===== config.mk =====
export PLATFORM = sky130hd
export DESIGN_NAME = expr_eval
export DESIGN_NICKNAME = d
export VERILOG_FILES = /design/src/rtl/expr_eval.sv
export SDC_FILE = /design/constraint.sdc
export NUM_CORES = 1
export LEC_CHECK = 0
export ABC_AREA = 1
export CAP_MARGIN = 20
export CORE_UTILIZATION = 50
export CTS_BUF_LIST = sky130_fd_sc_hd__clkbuf_8
export CTS_CLUSTER_SIZE = 12
export DETAILED_ROUTE_END_ITERATION = 7
export PLACE_DENSITY = 0.7
export SLEW_MARGIN = 30
export SYNTH_ARGS = -nofsm -noshare
export SYNTH_HDL_FRONTEND = slang
export SYNTH_SLANG_ARGS = --single-unit
export TNS_END_PERCENT = 50

===== constraint.sdc =====
create_clock -name clk -period 6.88 [get_ports clk]
set_clock_uncertainty 0.05 [all_clocks]
set_input_delay 1.376 -clock clk [delete_from_list [all_inputs] [get_ports clk]]
set_output_delay 1.376 -clock clk [all_outputs]
set_load 0.01 [all_outputs]

===== src/rtl/expr_eval.sv =====
// Streaming evaluator for digit/'+'/'*' expressions terminated by '='.
// '*' binds tighter than '+'; all arithmetic wraps modulo 2^W.
module expr_eval #(
    parameter int unsigned W = 16
) (
    input  logic         clk,
    input  logic         clr,
    input  logic         in_valid,
    input  logic [7:0]   in,
    output logic         ok,
    output logic [W-1:0] value,
    output logic         done,
    output logic         done_ok,
    output logic [W-1:0] result
);

    typedef enum logic [1:0] {
        ST_START   = 2'd0,
        ST_EXP_OPR = 2'd1,
        ST_EXP_DIG = 2'd2,
        ST_ERR     = 2'd3
    } state_e;

    localparam logic [7:0] CH_ZERO = 8'h30;
    localparam logic [7:0] CH_NINE = 8'h39;
    localparam logic [7:0] CH_ADD  = 8'h2B;
    localparam logic [7:0] CH_MUL  = 8'h2A;
    localparam logic [7:0] CH_EQ   = 8'h3D;

    state_e         state_q, state_d;
    logic [W-1:0]   sum_q, sum_d;
    logic [W-1:0]   term_q, term_d;
    logic           mul_q, mul_d;      // pending operator: 1 = '*', 0 = '+'
    logic           ok_q, ok_d;
    logic [W-1:0]   value_q, value_d;
    logic           done_q, done_d;
    logic           done_ok_q, done_ok_d;
    logic [W-1:0]   result_q, result_d;

    logic           is_digit;
    logic           is_op;
    logic           is_eq;
    logic [W-1:0]   dig;

    // Character classification; ASCII digits carry their value in the low nibble.
    always_comb begin
        is_digit = (in >= CH_ZERO) && (in <= CH_NINE);
        is_op    = (in == CH_ADD) || (in == CH_MUL);
        is_eq    = (in == CH_EQ);
        dig      = W'(in[3:0]);
    end

    // Next-state, evaluation and output computation.
    always_comb begin
        state_d   = state_q;
        sum_d     = sum_q;
        term_d    = term_q;
        mul_d     = mul_q;
        ok_d      = ok_q;
        value_d   = value_q;
        done_d    = 1'b0;
        done_ok_d = done_ok_q;
        result_d  = result_q;

        if (in_valid) begin
            if (is_eq) begin
                state_d   = ST_START;
                done_d    = 1'b1;
                done_ok_d = (state_q == ST_EXP_OPR);
                if (state_q == ST_EXP_OPR) begin
                    result_d = value_q;
                end
                sum_d   = '0;
                term_d  = '0;
                mul_d   = 1'b0;
                value_d = '0;
            end else begin
                case (state_q)
                    ST_START: begin
                        if (is_digit) begin
                            state_d = ST_EXP_OPR;
                            sum_d   = '0;
                            term_d  = dig;
                            value_d = dig;
                        end else begin
                            state_d = ST_ERR;
                        end
                    end
                    ST_EXP_OPR: begin
                        if (is_op) begin
                            state_d = ST_EXP_DIG;
                            mul_d   = (in == CH_MUL);
                        end else begin
                            state_d = ST_ERR;
                        end
                    end
                    ST_EXP_DIG: begin
                        if (is_digit) begin
                            state_d = ST_EXP_OPR;
                            if (mul_q) begin
                                term_d = term_q * dig;
                            end else begin
                                sum_d  = sum_q + term_q;
                                term_d = dig;
                            end
                            value_d = sum_d + term_d;
                        end else begin
                            state_d = ST_ERR;
                        end
                    end
                    ST_ERR:  state_d = ST_ERR;
                    default: state_d = ST_ERR;
                endcase
            end
            ok_d = (state_d == ST_EXP_OPR);
        end
    end

    always_ff @(posedge clk or posedge clr) begin
        if (clr) begin
            state_q   <= ST_START;
            sum_q     <= '0;
            term_q    <= '0;
            mul_q     <= 1'b0;
            ok_q      <= 1'b0;
            value_q   <= '0;
            done_q    <= 1'b0;
            done_ok_q <= 1'b0;
            result_q  <= '0;
        end else begin
            state_q   <= state_d;
            sum_q     <= sum_d;
            term_q    <= term_d;
            mul_q     <= mul_d;
            ok_q      <= ok_d;
            value_q   <= value_d;
            done_q    <= done_d;
            done_ok_q <= done_ok_d;
            result_q  <= result_d;
        end
    end

    assign ok      = ok_q;
    assign value   = value_q;
    assign done    = done_q;
    assign done_ok = done_ok_q;
    assign result  = result_q;

endmodule

* Yosys cells after proc, flatten, opt, wreduce, memory -nomap -nowiden *
Index checks and enable logic that the tools add are counted.

cells by class
  add/subtract/negate cells = 2
  multiply operators = 1
  order comparisons = 2
  eq/ne operators = 9
  muxes and demuxes = 31
  reductions and logical operators = 11

operators by type and width
  kind                number
  $mux 16             18
  $pmux 16 s2         3
  $add 16x16->16      2
  $eq 8x6->1 const B  3
  $mul 16x4->16       1
  $ge 8x6->1 const B  1
  $le 8x6->1 const B  1
  $mux 1              6
  $mux 2              3
  $ne 3x3->1 const B  2
  $pmux 2 s3          1
  $reduce_and 3->1    2
  $eq 2x1->1 const B  2
  $eq 2x2->1 const B  2
  $reduce_and 4->1    1
  $reduce_bool 2->1   2
  $reduce_bool 3->1   1
  $logic_not 2->1     1
  $reduce_and 2->1    1
  $reduce_or 2->1     1
  $logic_and 1x1->1   1
  $logic_or 1x1->1    1

word-level totals
  bits in registers = 70
  input bits = 11
  output and inout port bits = 35

* Longest topological paths before layout *
  word-level depth = 10
  gate-level depth with buffers = 31

* Worst setup path before layout *
OpenSTA, ideal clock, no wires.

  path kind = input to register
  start = in in[3]
  end = reg value_q[12], in the netlist value[12]
  data arrival time = 5.362 ns
  setup slack = 1.341 ns
  stages on the path = 22
  buffers on the path = 2
  cell sequence = buf_2 > clkbuf_1 > nand2_1 > fa_1 > fa_1 > inv_1 > ha_1 > nand2_1 > nor3_1 > nor2_2 > inv_2 > a31oi_1 > or2_2 > nand3_1 > inv_1 > ha_1 > a21oi_1 > a21boi_0 > nand3_1 > a31o_2 > nor2_1 > o22ai_2

between the ends
  cells in the longest elaborated chain, start to end = 10

RTL lines
  what                  line  source
  from (decl)           9     input logic [7:0] in,
  $mul 16x4->16         101   term_d = term_q * dig;
  $mux 16               100   if (mul_q) begin
  $mux 16               98    if (is_digit) begin
  $mux 16               78    case (state_q)
  $mux 16               66    if (is_eq) begin
  $mux 16               65    if (in_valid) begin
  $add 16x16->16        106   value_d = sum_d + term_d;
  $mux 16               98
  $pmux 16 s2           78
  $mux 16               66
  to (signal assigned)  136   value_q <= value_d;
  to (decl)             35    logic [W-1:0] value_q, value_d;

Several ways; a longest one is shown, not always the timed one. The select of a mux whose other input is x is not followed.
A chain may end at the register's enable or synchronous reset.

* Final worst setup path *
Same ends and word-level chain as after synthesis.

==> key figures <==
Outcome
  • Status: finished clean

Drt
  • DRC viols: 0
  • Routed len/inst: 13.2 µm
  • Routed WL: 14.7 mm
  • Vias: 5702
  • Via density: 5.12
  • First-pass iteration count of the detailed router: 4
  • DRT antenna net count: 0
  • Drt initial violations: 337

Floorplan
  • Starting Density: 52.3%
  • Number of cell rows: 40
  • # IOs: 46
  • Die W: 115 µm
  • Die Height: 115 µm
  • Core box area: 12300 µm²
  • Total die area: 13300 µm²

Critical path
  • Worst Path Buf+Inv: 6
  • CP required: 7.06 ns
  • Max incr delay on CP: 0.65 ns
  • Worst Path Max Fanout: 11
  • CP top delay family: adder cells
  • Slowest CP cell: clkdlybuf4s50_1
  • Critical path data arrival time: 6.24 ns
  • Critical path capture point type: register
  • Worst-path cell chain: clkdlybuf4s50_1 -> nand2_1 -> inv_1 -> fa_1 -> inv_1 -> fa_1 -> inv_1 -> ha_1 -> nand2_1 -> nor3_1 -> nor2_2 -> inv_2 -> a31oi_1 -> or2_2 -> nand3_1 -> inv_1 -> ha_1 -> a21oi_1 -> a21boi_0 -> nand3_1 -> a31o_2 -> nor2_1 -> o22ai_2
  • Crit Path Category: input pin to register
  • CP Launch Type: input pin
  • Cell repeated most along the worst path: inv_1

Placement
  • Pre-CTS setup slack: 0.444 ns
  • Dpl hpwl: 11.4 mm
  • IO buf count: 45
  • Global placement routability congestion: 0.868

Synthesis
  • Synth Flop Type: dfrtp_1
  • Top post-synthesis cells by area: dfrtp_1 27%, nand2_1 15%, inv_1 9.8%
  • Net Count, Synth: 986
  • Cells after synthesis: 902
  • Post-Syn Area per Cell: 7.10 µm²
  • Yosys reg bits: 70
  • Mapped cell area: 6410 µm²
  • Seq/Total Area, Yosys: 27.3%
  • YS warnings: 0
  • Distinct cells, synth: 49
  • Top cell type's share of synthesized area: 27.3%
  • Cell taking the most area after synthesis: dfrtp_1
  • EDFF count, synth: 0
  • Async SR Flop Fraction: 100%

STA
  • Worst Max-Slew Pin Slew: 0.704 ns
  • Final Hold Violating Endpoints: 0
  • RSZ-0062 raised after global routing: no
  • Fin worst setup slack: 0.820 ns
  • Post-route minimum period: 6.06 ns
  • Finish-stage setup viols: 0
  • Fmax: 0.165 GHz
  • Setup TNS Final: 0 ns
  • Final Max Tran Viols: 0
  • Slew headroom: 53.0%
  • Tcrit/Tclk final: 88.1%

Global route
  • First-pass GRT wire length: 25.3 mm
  • Vias in the first global route: 5357
  • Global route overflow: 0
  • Antenna violations before repair: 0
  • GR Util All Layers: 24.2%
  • Largest net degree at the start of global routing: 71

CTS
  • CTS H-tree depth: 3
  • CTS buffer count: 9
  • Clk buf depth: 2
  • Clk slew on worst S/H paths: 0.08 ns
  • Root buf cell: clkbuf_8
  • # hold bufs at CTS: 0
  • # clock sinks: 70
  • Post-CTS resize count: 0
  • Post-CTS setup buffers: 0
  • Worst skew pair latency: 0.37 ns
  • CTS tree: built

Layout
  • Area growth from synthesis to layout: 11.5%
  • Commonest non-fill, non-tap cell in the layout: nand2_1
  • Most frequent cells in the layout: 249 x nand2_1, 166 x inv_1, 70 x dfrtp_1
  • Layout filler cell count: 1180
  • Fraction of layout cells with a size suffix above 1: 7.09%
  • Nets: 1024
  • # diodes: 0

Job
  • Max-cap violations: 0

Worst hold path
  • Hold Crit Class: register to register

Power and ir drop
  • Cell Pwr Density: 124 nW/µm²
  • Worst vdd ir: 0.000104 V
  • Leakage: 4.00 nW
==> stage by stage <==
| stage | util (%) | area (µm²) | hold WS (ns) | power, W | cells |
|---|---|---|---|---|---|
| 2_1_floorplan | - | 6410 | 0.420 | 0.000532 | 902 |
| 3_3_place_gp | 56.7 | 6960 | 0.424 | 0.000576 | 1097 |
| 3_5_place_dp | 56.7 | 6960 | 0.419 | 0.000577 | 1097 |
| 4_1_cts | 58.2 | 7140 | 0.447 | 0.000889 | 1113 |
| 5_1_grt | 58.3 | 7140 | 0.463 | 0.000931 | 1113 |
| 6_report | 58.3 | 7140 | 0.444 | 0.000882 | 1113 |
==> per-layer routing <==
layer	track usage [%]	routed length, µm
met5	0	0
met4	4.94	203
met3	4.74	595
met2	39.7	6900
met1	33.3	7020
==> final cells by class <==
class | count | area [µm²] | share of cell area [%]
flip-flops and latches | 70 | 1750 | 24.5
well taps | 168 | 210 | 2.94
inverters | 175 | 657 | 9.19
clock inverters | 6 | 46.3 | 0.648
clock buffers | 10 | 138 | 1.93
repair buffers | 51 | 499 | 6.99
multi-input cells | 633 | 3840 | 53.8
==> cells in the mapped netlist (2+ instances only) <==
cell type and n:
a21boi_0 2, a21o_1 8, a21oi_1 36, a21oi_2 3
a22o_1 11, a31oi_1 9, and2_1 5, buf_2 6
buf_4 3, buf_6 5, clkbuf_1 9, dfrtp_1 70
fa_1 27, ha_1 46, inv_1 167, inv_2 8
mux2_2 6, nand2_1 249, nand2_2 4, nand3_1 46
nand4_1 7, nor2_1 48, nor2_2 3, nor3_1 4
nor4_1 3, o21ai_0 50, o21ai_1 20, o21ai_2 3
o21bai_1 5, o22ai_1 6, or2_1 2, or2_2 10
xnor2_1 2, xor2_1 4
==> state kept, by name, summed over array words and instances (netlist names) <==
signal and cells:
mul_q 1, term_q 16, done 1, result 16, ok 1, done_ok 1, state_q 2, sum_q 16
value 16
==> power breakdown <==
group / internal (W) / switching [W] / total, W
logic: 0.0000540 / 0.0000862 / 0.000140
clock network: 0.000142 / 0.000171 / 0.000313
registers: 0.000421 / 0.00000763 / 0.000429
total: 0.000617 / 0.000265 / 0.000882
==> path summary, 6_finish.rpt <==
check / slack, ns / cells past startpoint / startpoint / endpoint
worst max register to register: 2.04 / 22 / term_q[1] / value[12]
worst max-delay path: 0.82 / 23 / in[3] / value[12]
min in group asynchronous: 1.46 / 3 / clr / result[13]
worst min register to register: 0.44 / 2 / result[10] / result[10]
max in group asynchronous: 4.89 / 3 / clr / sum_q[6]
worst min-delay path: 0.44 / 2 / result[10] / result[10]
==> cell families after synthesis <==
group,after synthesis,share of synthesized area [%]
xor+xnor,6,0.820
mux,6,1.05
buf+inv,199,12.7
simple gates,388,25.8
compound gates,160,14.9
fa+ha+maj,73,17.4
flops,70,27.3
==> worst reg2reg max path, stage by stage (launching register included) <==
cell and delay [ns]:
dfrtp_1 0.48, nand2_1 0.10, inv_1 0.07, fa_1 0.53
inv_1 0.05, fa_1 0.53, inv_1 0.04, ha_1 0.36
nand2_1 0.08, nor3_1 0.21, nor2_2 0.11, inv_2 0.07
a31oi_1 0.07, or2_2 0.28, nand3_1 0.13, inv_1 0.06
ha_1 0.35, a21oi_1 0.17, a21boi_0 0.30, nand3_1 0.19
a31o_2 0.25, nor2_1 0.13, o22ai_2 0.09
Power figures use the tool's default switching activity.
